===== src/rtl/multi_adder_seq.sv =====
// multi_adder_seq: collects up to NUM_OPS operands from a valid/ready stream,
// sums them with a combinational multi_adder, and presents the registered
// result on a valid/ready output port. Unfilled slots contribute zero.

// Combinational adder over a flat bank of NUM_OPS unsigned operands.
module multi_adder #(
  parameter int N       = 8,
  parameter int NUM_OPS = 8,
  parameter int SW      = N + $clog2(NUM_OPS)
) (
  input  logic [NUM_OPS*N-1:0] ops_i,
  output logic [SW-1:0]        sum_o
);

  // Straight accumulation; the sum width already covers NUM_OPS*(2^N-1).
  always_comb begin
    logic [SW-1:0] acc;
    acc = '0;
    for (int i = 0; i < NUM_OPS; i++) begin
      acc = acc + SW'(ops_i[i*N +: N]);
    end
    sum_o = acc;
  end

endmodule

module multi_adder_seq #(
  parameter int N       = 8,
  parameter int NUM_OPS = 8,
  localparam int SW     = N + $clog2(NUM_OPS),
  localparam int CW     = $clog2(NUM_OPS + 1)
) (
  input  logic          clk,
  input  logic          rst,
  input  logic          in_valid,
  output logic          in_ready,
  input  logic [N-1:0]  in_data,
  input  logic          in_last,
  output logic          out_valid,
  input  logic          out_ready,
  output logic [SW-1:0] out_sum,
  output logic [CW-1:0] out_count
);

  typedef enum logic [1:0] {
    COLLECT = 2'd0,
    ADD     = 2'd1,
    DONE    = 2'd2
  } state_t;

  state_t              state_q;
  logic [CW-1:0]       cnt_q;
  logic [CW-1:0]       cnt_d;
  logic [N-1:0]        slots_q [NUM_OPS];
  logic [SW-1:0]       out_sum_q;
  logic [CW-1:0]       out_count_q;
  logic [NUM_OPS*N-1:0] ops_flat;
  logic [SW-1:0]       sum_w;
  logic                close_group;

  // Present the slot bank to the adder as one flat vector.
  generate
    for (genvar gi = 0; gi < NUM_OPS; gi++) begin : g_flat
      assign ops_flat[gi*N +: N] = slots_q[gi];
    end
  endgenerate

  multi_adder #(
    .N       (N),
    .NUM_OPS (NUM_OPS),
    .SW      (SW)
  ) u_adder (
    .ops_i (ops_flat),
    .sum_o (sum_w)
  );

  // Next count and group-close decode for an accepted beat.
  always_comb begin
    cnt_d       = cnt_q + CW'(1);
    close_group = in_last || (cnt_q == CW'(NUM_OPS - 1));
  end

  // Handshake flags are pure state decodes; in_ready is gated off during reset.
  assign in_ready  = (state_q == COLLECT) && !rst;
  assign out_valid = (state_q == DONE);
  assign out_sum   = out_sum_q;
  assign out_count = out_count_q;

  // Group sequencer: collect operands, register the sum, hold until taken.
  always_ff @(posedge clk) begin
    if (rst) begin
      state_q     <= COLLECT;
      cnt_q       <= '0;
      out_sum_q   <= '0;
      out_count_q <= '0;
      for (int i = 0; i < NUM_OPS; i++) begin
        slots_q[i] <= '0;
      end
    end else begin
      case (state_q)
        COLLECT: begin
          // in_ready is 1 here whenever rst is low, so in_valid alone accepts.
          if (in_valid) begin
            for (int i = 0; i < NUM_OPS; i++) begin
              if (cnt_q == CW'(i)) begin
                slots_q[i] <= in_data;
              end
            end
            cnt_q <= cnt_d;
            if (close_group) begin
              state_q <= ADD;
            end
          end
        end
        ADD: begin
          out_sum_q   <= sum_w;
          out_count_q <= cnt_q;
          state_q     <= DONE;
        end
        DONE: begin
          // Clearing the slots here is what makes short groups sum correctly.
          if (out_ready) begin
            cnt_q <= '0;
            for (int i = 0; i < NUM_OPS; i++) begin
              slots_q[i] <= '0;
            end
            state_q <= COLLECT;
          end
        end
        default: begin
          state_q <= COLLECT;
        end
      endcase
    end
  end

endmodule

===== config.mk =====
export PLATFORM = sky130hd
export DESIGN_NAME = multi_adder_seq
export DESIGN_NICKNAME = d
export VERILOG_FILES = /design/src/rtl/multi_adder_seq.sv
export SDC_FILE = /design/constraint.sdc
export NUM_CORES = 1
export LEC_CHECK = 0
export BUFFER_PORTS_ARGS = -buffer_cell sky130_fd_sc_hd__buf_2
export CAP_MARGIN = 20
export CORE_ASPECT_RATIO = 2
export CORE_UTILIZATION = 50
export DETAILED_ROUTE_END_ITERATION = 6
export HOLD_SLACK_MARGIN = 0.15
export PLACE_DENSITY = 0.7
export REMOVE_ABC_BUFFERS = 1
export SLEW_MARGIN = 0
export SYNTH_ARGS = -nofsm -noshare
export SYNTH_HDL_FRONTEND = slang
export SYNTH_SLANG_ARGS = --single-unit
export TNS_END_PERCENT = 50

===== constraint.sdc =====
create_clock -name clk -period 4.7 [get_ports clk]
set_clock_uncertainty 0.15 [all_clocks]
set_input_delay 0.235 -clock clk [delete_from_list [all_inputs] [get_ports clk]]
set_output_delay 0.235 -clock clk [all_outputs]
set_load 0.02 [all_outputs]

==> impl_metrics.json <==
{
  "pin_count": 30,
  "ys_warn_count": 0,
  "cts.clk_slew.worst_paths_ns": 0.06,
  "root_buffer": "clkbuf_16",
  "power.leakage_nw": 2.57,
  "timing.final.max_slew_violations": 0,
  "grt_max_degree": 28,
  "syn-cell-area_um2": 4990,
  "wl_per_cell_um": 16.6,
  "nets": 651,
  "core_um2": 9700,
  "setup.worst_path.end": "out_sum[7]",
  "grt-ovfl-total": 0,
  "tritoncts": "yes",
  "seq_area_frac_synth": 0.405,
  "cp.required_ns": 4.83,
  "grt_first_pass_wirelength_um": 19400,
  "hold_class": "in -> reg",
  "area_delta_synth_final_pct": 22.0,
  "synthDistinctLibCells": 46,
  "routed_via_density": 5.48,
  "async_reset_ff_frac": 0,
  "timing.fmax_ghz": 0.201,
  "worstSkewPairLatency_ns": 0.34,
  "place_ws_ns": -0.571,
  "endpoint_kind": "flop",
  "rr_startpoint": "slots_q[0][0]",
  "cts.path.max_buffers": 2,
  "dp_cells": 679,
  "ys.flop_type": "dfxtp_1",
  "grt.total_usage": 0.250,
  "maxSlewHeadroom": 0.360,
  "tightest_slew_ns": 0.955,
  "dieWidth_um": 72.6,
  "numCtsBuffers": 9,
  "critical_path_class": "reg -> reg",
  "period_needed_ns": 4.97,
  "cp-startpoint": "slots_q[0][0]",
  "fillers": 813,
  "worstSetupStartpointType": "flop",
  "rsz0062_at_grt": "true",
  "post-route-period-util": 1.06,
  "hold_viol": 0,
  "numClockSinks": 85,
  "cts-htree-levels": 3,
  "ant_nets": 0,
  "violations": "negative setup slack",
  "rr_endpoint": "out_sum[7]",
  "syn_avg_cell_area_um2": 9.88,
  "synth_edf_count": 32,
  "die_area_um2": 10400,
  "r2r_cells": 19,
  "final_cell_mix": "inv_1, nand2_1, dfxtp_1, nor2_1, fa_1",
  "fin_ws_ns": -0.268,
  "worst-path-max-fanout": 3,
  "powerDensity_nw_per_um2": 374,
  "start_util": 0.514,
  "gp_congestion": 0.906,
  "diodes": 0,
  "port_buffers": 29,
  "ys_ff_latch": 85,
  "dieHeight_um": 143,
  "setup_viol": 7,
  "drc": 0,
  "vias": 3882,
  "first_iter_violations": 206,
  "dr.pass1.iters": 4,
  "final_common_cell": "inv_1",
  "hpwl_um": 9110,
  "cap_violations": 0,
  "rows": 51,
  "r2r_setup_slack_ns": -0.27,
  "grt_pass1_vias": 4027,
  "antenna_found_initial": 0,
  "drive_gt1_frac": 0.208,
  "vdd_drop_max_mv": 0.215,
  "syn_inst": 505,
  "status": "complete, but fails checks",
  "arrival_ns": 5.10,
  "stdcell_count": 709,
  "drt-total-wl_um": 11800
}
[power by group]
part,leakage [nW],switching [W],internal (W)
clock,0.151,0.000281,0.000414
combinational,1.66,0.000406,0.000364
sequential,0.763,0.0000161,0.000794
[critical path, stage by stage, from the launching register on]
cell and delay (ns):
edfxtp_1 0.38, ha_2 0.20, inv_2 0.05, fa_2 0.20
nor2b_2 0.05, o21ai_2 0.20, nand2_1 0.14, xor2_2 0.20
fa_1 0.54, inv_1 0.06, fa_2 0.52, fa_1 0.40
inv_1 0.08, fa_1 0.46, ha_4 0.29, o21ai_0 0.09
nor2_2 0.18, o21ai_2 0.11, or4_1 0.52, nand3_1 0.09
[Yosys cell counts, types with 8 or more instances]
cell type  instances  area (um2)
nand2_1           60         225
dfxtp_1           53        1060
fa_1              39         781
a211oi_1           8        60.1
edfxtp_1          32         961
nor2_1            41         154
a32o_1            16         160
nand3_1           22         110
ha_1              27         338
and2_1             9        56.3
o21ai_0           12        60.1
a21oi_1           33         165
inv_1             68         255
clkbuf_1          11        41.3
[final cells by class]
| type | count | area [um2] | area share |
|---|---|---|---|
| multi-input cells | 333 | 2830 | 0.465 |
| flip-flops and latches | 85 | 2020 | 0.332 |
| repair buffers | 74 | 512 | 0.0841 |
| clock buffers | 12 | 278 | 0.0457 |
| inverters | 69 | 259 | 0.0426 |
| well taps | 132 | 165 | 0.0271 |
| clock inverters | 4 | 18.8 | 0.00308 |
[routing by layer]
metal / part of all wire / up-vias / global-route usage
met4: 0.026 / 0 / 0.127
met3: 0.030 / 23 / 0.0388
met1: 0.37 / 1922 / 0.252
met5: 0 / - / 0
met2: 0.58 / 91 / 0.477
li1: - / 1846 / -
[worst min path at each step]
stage | from | end | slack, ns | cells past startpoint
after floorplan | rst | cnt_q[0] | 0.15 | 1
after global placement | out_count[2] | out_count[2] | 0.29 | 2
after detailed placement | out_sum[2] | out_sum[2] | 0.30 | 2
after CTS | in_valid | cnt_q[1] | 0.17 | 4
after global routing | in_valid | cnt_q[1] | 0.24 | 4
final | in_valid | cnt_q[1] | 0.17 | 4
[logic make-up after synthesis]
group,count (synthesis),share of synthesized area
compound gates,85,0.114
xor+xnor,9,0.0158
buf+inv,87,0.0680
fa+ha+maj,66,0.224
mux,3,0.00602
flops,85,0.405
simple gates,170,0.167
[registers in the layout, summed over array words and instances (netlist names)]
signal	flops
slots_q	64
state_q	2
out_count	4
out_sum	11
cnt_q	4
[timing repair]
action / 4_1_cts / 5_1_grt
gates cloned: 0 / 0
hold buffers: 10 / 0
hold endpoints to repair: 42 / 0
resized for setup: 36 / 14
setup endpoints to repair: 7 / 8
setup buffers: 4 / 0
pin swaps: 37 / 19
[per-stage QoR]
stage                     setup TNS, ns  utilization  instance area (um2)  hold slack [ns]  total power [W]
after floorplan                  -0.561            -                 4910            0.154          0.00120
after global placement            -2.11        0.562                 5450            0.292          0.00142
after detailed placement          -2.71        0.562                 5450            0.300          0.00144
after CTS                         -1.13        0.620                 6010            0.166          0.00224
after global routing              -2.55        0.627                 6080            0.241          0.00240
final                             -1.10        0.627                 6080            0.174          0.00228
Note: power is estimated with default switching activity, not from simulation.
